[src/rtl/spi_master_arb.sv]
// Purpose : two-client SPI master (mode 0, ss active-high, bit [0] first) with round-robin bus arbitration.
// Latency : grant 1 clk after req; 16*CLKDIV clks from tx_ready strobe to rx_valid strobe; SS_GAP clks of release.
// Backpressure: the granted client's byte waits in LOAD until tx_valid; ss stays high until req drops at a byte boundary.
//
// Ports:
//   clk, rst_n          system clock, asynchronous active-low reset
//   req[1:0]            per-client bus request, held for a whole burst
//   gnt[1:0]            registered one-hot grant (0 when the bus is free)
//   tx0_dat, tx1_dat    per-client byte to send, bit [0] goes out first
//   tx_valid[1:0]       per-client byte valid (ignored unless granted)
//   tx_ready[1:0]       1-cycle accept strobe towards the granted client
//   rx_dat, rx_valid    last received byte and its 1-cycle update strobe
//   busy                controller not idle
//   sclk, mosi, miso,ss SPI bus
module spi_master_arb #(
  parameter int CLKDIV = 2,
  parameter int SS_GAP = 2
) (
  input  logic       clk,
  input  logic       rst_n,
  input  logic [1:0] req,
  output logic [1:0] gnt,
  input  logic [0:7] tx0_dat,
  input  logic [0:7] tx1_dat,
  input  logic [1:0] tx_valid,
  output logic [1:0] tx_ready,
  output logic [0:7] rx_dat,
  output logic       rx_valid,
  output logic       busy,
  output logic       sclk,
  output logic       mosi,
  input  logic       miso,
  output logic       ss
);

  localparam int DIV_W = (CLKDIV > 1) ? $clog2(CLKDIV) : 1;
  localparam int GAP_W = (SS_GAP > 1) ? $clog2(SS_GAP) : 1;
  localparam logic [DIV_W-1:0] DIV_MAX = DIV_W'(CLKDIV - 1);
  localparam logic [GAP_W-1:0] GAP_MAX = GAP_W'(SS_GAP - 1);

  typedef enum logic [1:0] {
    S_IDLE,
    S_LOAD,
    S_SHIFT,
    S_RELEASE
  } state_t;

  state_t           state_q, state_d;
  logic [1:0]       gnt_q, gnt_d;
  logic             last_q, last_d;
  logic             ss_q, ss_d;
  logic             sclk_q, sclk_d;
  logic             mosi_q, mosi_d;
  logic [1:0]       tx_ready_q, tx_ready_d;
  logic             rx_valid_q, rx_valid_d;
  logic [0:7]       rx_dat_q, rx_dat_d;
  logic [0:7]       shreg_q, shreg_d;
  logic [0:7]       rxsh_q, rxsh_d;
  logic [DIV_W-1:0] div_q, div_d;
  logic [3:0]       tog_q, tog_d;
  logic [GAP_W-1:0] gap_q, gap_d;

  // Granted client index; only meaningful while gnt_q is non-zero.
  logic       sel;
  logic       cur_req;
  logic       cur_valid;
  logic [0:7] cur_dat;
  logic       winner;
  logic [2:0] bit_idx;
  logic [2:0] nxt_idx;

  assign sel       = gnt_q[1];
  assign cur_req   = req[sel];
  assign cur_valid = tx_valid[sel];
  assign cur_dat   = sel ? tx1_dat : tx0_dat;
  // Each bit spans two toggles: even toggle = rising edge, odd = falling.
  assign bit_idx   = tog_q[3:1];
  assign nxt_idx   = bit_idx + 3'd1;

  always_comb begin
    state_d    = state_q;
    gnt_d      = gnt_q;
    last_d     = last_q;
    ss_d       = ss_q;
    sclk_d     = sclk_q;
    mosi_d     = mosi_q;
    tx_ready_d = 2'b00;
    rx_valid_d = 1'b0;
    rx_dat_d   = rx_dat_q;
    shreg_d    = shreg_q;
    rxsh_d     = rxsh_q;
    div_d      = div_q;
    tog_d      = tog_q;
    gap_d      = gap_q;
    winner     = 1'b0;

    case (state_q)
      S_IDLE: begin
        if (req != 2'b00) begin
          // On a tie the client that did not win last time gets the bus.
          winner  = (req == 2'b11) ? ~last_q : req[1];
          gnt_d   = winner ? 2'b10 : 2'b01;
          last_d  = winner;
          ss_d    = 1'b1;
          state_d = S_LOAD;
        end
      end

      S_LOAD: begin
        if (!cur_req) begin
          ss_d    = 1'b0;
          gnt_d   = 2'b00;
          sclk_d  = 1'b0;
          gap_d   = '0;
          state_d = S_RELEASE;
        end else if (cur_valid) begin
          tx_ready_d = sel ? 2'b10 : 2'b01;
          shreg_d    = cur_dat;
          mosi_d     = cur_dat[0];
          div_d      = '0;
          tog_d      = 4'd0;
          state_d    = S_SHIFT;
        end
      end

      S_SHIFT: begin
        if (div_q == DIV_MAX) begin
          div_d  = '0;
          sclk_d = ~sclk_q;
          tog_d  = tog_q + 4'd1;
          if (!sclk_q) begin
            rxsh_d[bit_idx] = miso;
          end else if (bit_idx != 3'd7) begin
            mosi_d = shreg_q[nxt_idx];
          end
          // Last falling edge: bit 7 was sampled on the previous rising edge.
          if (tog_q == 4'd15) begin
            rx_dat_d   = rxsh_q;
            rx_valid_d = 1'b1;
            state_d    = S_LOAD;
          end
        end else begin
          div_d = div_q + 1'b1;
        end
      end

      S_RELEASE: begin
        if (gap_q == GAP_MAX) begin
          gap_d   = '0;
          state_d = S_IDLE;
        end else begin
          gap_d = gap_q + 1'b1;
        end
      end

      default: state_d = S_IDLE;
    endcase
  end

  always_ff @(posedge clk or negedge rst_n) begin
    if (!rst_n) begin
      state_q    <= S_IDLE;
      gnt_q      <= 2'b00;
      last_q     <= 1'b1;
      ss_q       <= 1'b0;
      sclk_q     <= 1'b0;
      mosi_q     <= 1'b0;
      tx_ready_q <= 2'b00;
      rx_valid_q <= 1'b0;
      rx_dat_q   <= '0;
      shreg_q    <= '0;
      rxsh_q     <= '0;
      div_q      <= '0;
      tog_q      <= 4'd0;
      gap_q      <= '0;
    end else begin
      state_q    <= state_d;
      gnt_q      <= gnt_d;
      last_q     <= last_d;
      ss_q       <= ss_d;
      sclk_q     <= sclk_d;
      mosi_q     <= mosi_d;
      tx_ready_q <= tx_ready_d;
      rx_valid_q <= rx_valid_d;
      rx_dat_q   <= rx_dat_d;
      shreg_q    <= shreg_d;
      rxsh_q     <= rxsh_d;
      div_q      <= div_d;
      tog_q      <= tog_d;
      gap_q      <= gap_d;
    end
  end

  assign gnt      = gnt_q;
  assign ss       = ss_q;
  assign sclk     = sclk_q;
  assign mosi     = mosi_q;
  assign tx_ready = tx_ready_q;
  assign rx_valid = rx_valid_q;
  assign rx_dat   = rx_dat_q;
  assign busy     = (state_q != S_IDLE);

endmodule

[config.mk]
export PLATFORM = sky130hd
export DESIGN_NAME = spi_master_arb
export DESIGN_NICKNAME = d
export VERILOG_FILES = /design/src/rtl/spi_master_arb.sv
export SDC_FILE = /design/constraint.sdc
export NUM_CORES = 1
export LEC_CHECK = 0
export ABC_AREA = 1
export BUFFER_PORTS_ARGS = -buffer_cell sky130_fd_sc_hd__buf_2
export CAP_MARGIN = 25
export CORE_ASPECT_RATIO = 1.1
export CORE_MARGIN = 8
export CORE_UTILIZATION = 40
export CTS_CLUSTER_SIZE = 40
export DETAILED_ROUTE_END_ITERATION = 10
export GPL_ROUTABILITY_DRIVEN = 0
export PLACE_DENSITY_LB_ADDON = 0.05
export SLEW_MARGIN = 20
export SYNTH_ARGS = -nofsm -noshare
export SYNTH_HDL_FRONTEND = slang
export SYNTH_SLANG_ARGS = --single-unit
export TNS_END_PERCENT = 50
[constraint.sdc]
create_clock -name clk -period 1.6 [get_ports clk]
set_clock_uncertainty 0.15 [all_clocks]
set_input_delay 0.24 -clock clk [delete_from_list [all_inputs] [get_ports clk]]
set_output_delay 0.24 -clock clk [all_outputs]
set_load 0.01 [all_outputs]
==> results of run 1 <==
==> layout by cell type, fill, tap and decap left out, types with 2 or more instances in the layout <==
| cell | instances |
|---|---|
| ha_2 | 3 |
| buf_4 | 23 |
| mux2_2 | 4 |
| o31ai_1 | 2 |
| clkinv_2 | 2 |
| o21ai_0 | 10 |
| clkbuf_8 | 5 |
| a21oi_1 | 11 |
| buf_6 | 5 |
| a31oi_1 | 14 |
| o211ai_1 | 2 |
| nand3_1 | 11 |
| mux2_4 | 4 |
| nor2_1 | 24 |
| ha_4 | 4 |
| or2_2 | 2 |
| nand2_2 | 6 |
| nand3_2 | 2 |
| dfrtp_1 | 38 |
| buf_2 | 38 |
| nand2_1 | 41 |
| inv_1 | 21 |
| inv_2 | 7 |
| dfrtp_2 | 2 |
| o21ai_1 | 6 |
==> area by class of cell <==
class                      instances  area, sq um  share of cell area [%]
clock buffer                       6        72.57                   2.614
clock inverter                     2        10.01                  0.3605
sequential                        41         1030                   37.09
inverter                          29        111.4                   4.011
multi-input combinational        160         1031                   37.13
timing repair buffer              68        449.2                   16.18
tap                               58        72.57                   2.614
==> per-layer routing <==
metal / wire length [microns] / part of all wire [%]
met5: 0 / 0
met4: 57 / 1.2
met3: 233 / 4.9
met2: 2209 / 47
met1: 2235 / 47
==> metrics by stage <==
step	instance area [sq um]	cells	utilization (%)	hold WS (ps)	TNS, ps
detailed placement	2516	350	50.33	-9.957	-735.3
global placement	2516	350	50.33	-0.8816	-277.0
finish	2776	364	55.53	49.67	-32.67
CTS	2698	361	53.95	39.43	-35.65
floorplan	2074	231	-	-205.6	0
global route	2776	364	55.53	56.41	-1008
==> timing repair <==
action,4_1_cts,5_1_grt
pin swaps,10,9
endpoints found under the hold margin,9,0
buffers inserted,2,2
gates resized for setup,19,20
hold buffers,1,0
gates cloned,0,1
endpoints found under the setup margin,19,32
==> critical path: cells and delay by family (launching register included) <==
| family | cells | cell delay, ps |
|---|---|---|
| buf+inv | 4 | 370 |
| fa+ha+maj | 1 | 170 |
| flops | 1 | 410 |
==> flip-flops by register name (all words and copies together), names as in the netlist <==
name and count:
mosi 1, state_q 2, rxsh_q 8, rx_dat 8, tx_ready 2, ss 1, div_q 1, gap_q 1
sclk 1, last_q 1, gnt 2, shreg_q 8, rx_valid 1, tog_q 4
==> power breakdown <==
| part | switching [uW] | internal [uW] | leakage, uW |
|---|---|---|---|
| combinational | 1110 | 932 | 0.000866 |
| sequential | 173 | 1300 | 0.000490 |
| clock | 344 | 302 | 0.0000450 |
==> cell families (layout without fill, tap and decap cells) <==
group | Yosys count | after routing | synth area share, %
AND/OR/NAND/NOR | 93 | 94 | 20.22
XOR/XNOR | 2 | 2 | 0.8476
adder cells (fa/ha/maj) | 8 | 8 | 4.843
buffers and inverters | 31 | 105 | 6.174
flip-flops | 41 | 41 | 49.70
AO/OA/AOI/OAI | 48 | 48 | 13.86
multiplexers | 8 | 8 | 4.359
==> worst max path at each step <==
stage / from / endpoint / slack [ps] / cells after the start
floorplan: state_q[0]$_DFFE_PN0P_ / rx_dat[0]$_DFFE_PN0P_ / 20 / 5
global placement: state_q[1]$_DFFE_PN0P_ / tog_q[0]$_DFFE_PN0P_ / -50 / 7
detailed placement: state_q[1]$_DFFE_PN0P_ / tog_q[0]$_DFFE_PN0P_ / -80 / 8
CTS: state_q[0]$_DFFE_PN0P_ / busy / -10 / 5
global route: state_q[0]$_DFFE_PN0P_ / busy / -80 / 5
finish: state_q[0]$_DFFE_PN0P_ / busy / -20 / 5
==> impl_metrics.tcl, run 1 <==
set metrics [dict create \
    status "finished, violations left" \
    violations "negative setup slack" \
    power_density_nw_per_um2 1499 \
    power.total_uw 4161 \
    synthTopCellsByArea "dfrtp_1 48%, nand2_1 8.0%, ha_1 4.8%, inv_1 4.7%, mux2_2 4.4%" \
    syn_nets 262 \
    reg2reg_depth 9 \
    rows 27 \
    busiest_layer "met2" \
    fin_nets 336 \
    slowest_delay_ps 410 \
    layout_setup_ws_ps -19.21 \
    synth-seq-cells 41 \
    peakVddDrop_v 0.0007873 \
    holdPathEnd "shreg_q[6]$_DFFE_PN0P_" \
    finalWirelength_microns 4735 \
    drt-initial-drc-count 59 \
    die_w_microns 84.54 \
    holdPathStages 3 \
    grt_overflow 0 \
    routedWlPerCell_microns 13.01 \
    grt_pass1_wl_microns 8183 \
    ios 40 \
    drv_cap 0 \
    critPathSlowestCell "dfrtp_1" \
    period_share_pct 101.2 \
    gr-usage-met2_pct 21.68 \
    use_met1_pct 15.38 \
    num_vias 1758 \
    drive_gt1_share_pct 38.56 \
    worstReg2RegStart "state_q[1]$_DFFE_PN0P_" \
    cts_tree "yes" \
    vias_per_cell 4.830 \
    diodes 0 \
    clk_pin_slew_ps 80 \
    worst_hold_startpoint "tx0_dat[6]" \
    setup_viol 3 \
    crit_type "flop to output pin" \
    yosysTopAreaCellShare_pct 48.43 \
    initial_core_util_pct 41.34 \
    use_met3_pct 4.144 \
    crit_arrival_ps 1230 \
    n_fill_cell 506 \
    crit_chain "inv_2, ha_4, inv_4, buf_6, buf_6" \
    cts_root_buffer "clkbuf_8" \
    cp_max_fo 3 \
    r2r-end "mosi$_DFFE_PN0P_" \
    worst_ep_required_time_ps 1210 \
    cts_num_sinks 41 \
    ant_nets 0 \
    total_leakage_power_uw 0.001401 \
    pre_cts_slack_ps -77.48 \
    reg2reg_slack_ps -10 \
    cp_common_cell "buf_6" \
    drt_first_pass_iters 4 \
    hp-class "input pin to flop" \
    drc 0 \
    synth_area_sq_um 2067 \
    start_kind "flop" \
    core_sq_um 5000 \
    endpoint_kind "output pin" \
    yosys.area.top_type "dfrtp_1" \
    worst-slew-pin-transition_ps 315.9 \
    syn_inst 231 \
    synthArstFlopShare_pct 100.0 \
    ys_seq_area_share_pct 49.70 \
    synth_ff_type "dfrtp_1" \
    cts_max_path_buffers 2 \
    synth_common_cells "44 x nand2_1, 40 x dfrtp_1, 26 x inv_1, 24 x nor2_1, 16 x o21ai_0" \
    synth_edf_count 0 \
    slew_violations 0 \
    grt_util_all_layers_pct 12.96 \
    synth.distinct_cells 29 \
    yosysWarnings 0 \
    clock_latency_ps 290 \
    dieArea_sq_um 7727 \
    antenna_found_initial 0 \
    max_slew_margin_pct 78.85 \
    area_growth_pct 34.32 \
    numCtsBuffers 5 \
    grt_max_degree 18 \
    cts.htree.levels 2 \
    port_buffers 39 \
    fp.dieH_microns 91.40 \
    final_hold_viol_count 0 \
    fmax_mhz 617.6 \
    finalCriticalPeriod_ps 1619 \
    grt_pass1_vias 1817 \
    rsz0062_at_grt "yes" \
    yosysMostFrequentCell "nand2_1" \
    dpl.hpwl_microns 3589 \
    synth.avg_cell_area_sq_um 8.948 \
]
Power figures use the tool's default switching activity.
==> inputs of run 2 (changes only) <==
==> constraint.sdc (replaced) <==
create_clock -name clk -period 1.6 [get_ports clk]
set_clock_uncertainty 0.15 [all_clocks]
set_input_delay 0.32 -clock clk [delete_from_list [all_inputs] [get_ports clk]]
set_output_delay 0.32 -clock clk [all_outputs]
set_load 0.01 [all_outputs]
==> run 2 against run 1 <==
  * The flow still finishes with violations (negative setup slack)
  * Utilization increased by 1.1 points
  * Largest cell class unchanged
  * Non-clock buffer count fell by 2
  * Sequential power about the same
  * Power is 7.4% higher
  * Worst setup slack got worse by 1.8 ps
  * Wire length rose by 2.9%
  * Register-to-register slack barely moved
  * Flip-flop and latch count unchanged
==> impl_metrics.tcl, run 2 (synthesis gave the netlist of run 1 again) <==
set metrics [dict create \
    gr-usage-met2_pct 22.47 \
    grt_pass1_wl_microns 8245 \
    die_w_microns 84.54 \
    regArea_sq_um 1028 \
    drive_gt1_share_pct 41.25 \
    crit_arrival_ps 1650 \
    fmax_mhz 616.9 \
    use_met3_pct 4.234 \
    crit_start "state_q[1]$_DFFE_PN0P_" \
    fp.dieH_microns 91.40 \
    ant_nets 0 \
    final_hold_viol_count 0 \
    start_kind "flop" \
    endpoint_kind "flop" \
    dieArea_sq_um 7727 \
    grt_util_all_layers_pct 13.05 \
    rsz0062_at_grt "yes" \
    routedWlPerCell_microns 13.50 \
    total_leakage_power_uw 0.001426 \
    vias_per_cell 4.947 \
    drc 0 \
    clock_latency_ps 290 \
    fin_hold_ws_ps 128.1 \
    rows 27 \
    drt-initial-drc-count 41 \
    status "finished, violations left" \
    antenna_found_initial 0 \
    period_share_pct 101.3 \
    dpl.hpwl_microns 3462 \
    ios 40 \
    power_density_nw_per_um2 1577 \
    cts_root_buffer "clkbuf_8" \
    worst-slew-pin-transition_ps 385.6 \
    busiest_layer "met2" \
    worst_ep_required_time_ps 1630 \
    grt_max_degree 27 \
    use_met1_pct 14.80 \
    fin_nets 334 \
    peakVddDrop_v 0.0007999 \
    worstReg2RegStart "state_q[1]$_DFFE_PN0P_" \
    reg2reg_slack_ps -20 \
    hp-class "input pin to flop" \
    r2r-end "mosi$_DFFE_PN0P_" \
    finalCriticalPeriod_ps 1621 \
    max_slew_margin_pct 74.30 \
    reg2reg_depth 9 \
    drt_first_pass_iters 4 \
    slew_violations 0 \
    pre_cts_slack_ps -61.75 \
    finalWirelength_microns 4873 \
    holdPathStages 3 \
    diodes 0 \
    worst_hold_startpoint "tx0_dat[3]" \
    n_fill_cell 483 \
    power.total_uw 4468 \
    holdPathEnd "shreg_q[3]$_DFFE_PN0P_" \
    core_sq_um 5000 \
    multi_input_area_sq_um 1064 \
    cts.htree.levels 2 \
    cts_tree "yes" \
    final_cell_mix "40 x nand2_1, 39 x dfrtp_1, 38 x buf_2" \
    cts_max_path_buffers 2 \
    violations "negative setup slack" \
    crit_type "flop to flop" \
    numCtsBuffers 5 \
    area_growth_pct 37.05 \
    clk_pin_slew_ps 70 \
    num_vias 1786 \
    setup-tns-final_ps -38.32 \
    grt_pass1_vias 1865 \
    drv_cap 0 \
    initial_core_util_pct 41.34 \
    setup_viol 4 \
    cp_max_fo 3 \
    cts_num_sinks 41 \
    layout_setup_ws_ps -20.98 \
    layout_commonest_cell "nand2_1" \
    grt_overflow 0 \
    port_buffers 39 \
]
[run 2: area by class of cell]
cell class | instances | area share (%)
clock buffer | 5 | 2.429
clock inverter | 2 | 1.237
inverter | 29 | 4.019
multi-input combinational | 160 | 37.54
sequential | 41 | 36.31
tap | 58 | 2.562
timing repair buffer | 66 | 15.90
[run 2: report_power, final]
group	leakage [uW]	total [uW]	switching [uW]	internal, uW
registers	0.000492	1480	180	1300
logic	0.000880	2190	1190	998
clock network	0.0000540	795	342	453
[run 2: critical path: stages, from the launching register on]
cell and delay [ps]:
dfrtp_1 410, buf_6 140, ha_4 170, buf_6 130, inv_2 50, nor2_2 40
nor2_2 100, nand4_1 130, nor2_1 120, a21oi_1 70
[run 2: how the worst max path moves through the flow]
| stage | end | slack (ps) | cells after the start |
|---|---|---|---|
| CTS | busy | -20 | 4 |
| detailed placement | tog_q[1]$_DFFE_PN0P_ | -60 | 7 |
| global placement | tog_q[0]$_DFFE_PN0P_ | -30 | 7 |
| global route | mosi$_DFFE_PN0P_ | -100 | 9 |
| floorplan | rx_dat[0]$_DFFE_PN0P_ | 20 | 5 |
| finish | mosi$_DFFE_PN0P_ | -20 | 9 |
[run 2: what timing repair did]
action	CTS	global route
resized for setup	22	26
pin swaps	8	17
hold endpoints to repair	14	0
hold buffers	1	0
endpoints found under the setup margin	17	28
buffers inserted	2	2
cloned	0	1
[run 2: metal layers]
| metal | wire length (microns) | vias to the layer above | share of wire [%] |
|---|---|---|---|
| met3 | 225 | 6 | 4.6 |
| met2 | 2346 | 37 | 48 |
| met5 | 0 | - | 0 |
| met1 | 2238 | 835 | 46 |
| li1 | - | 908 | - |
| met4 | 63 | 0 | 1.3 |
[run 2: per-stage QoR]
step           instance area (sq um)  std cells  util, %
2_1_floorplan                   2074        231        -
3_3_place_gp                    2521        349    50.43
3_5_place_dp                    2521        349    50.43
4_1_cts                         2730        358    54.60
5_1_grt                         2833        361    56.66
6_report                        2833        361    56.66
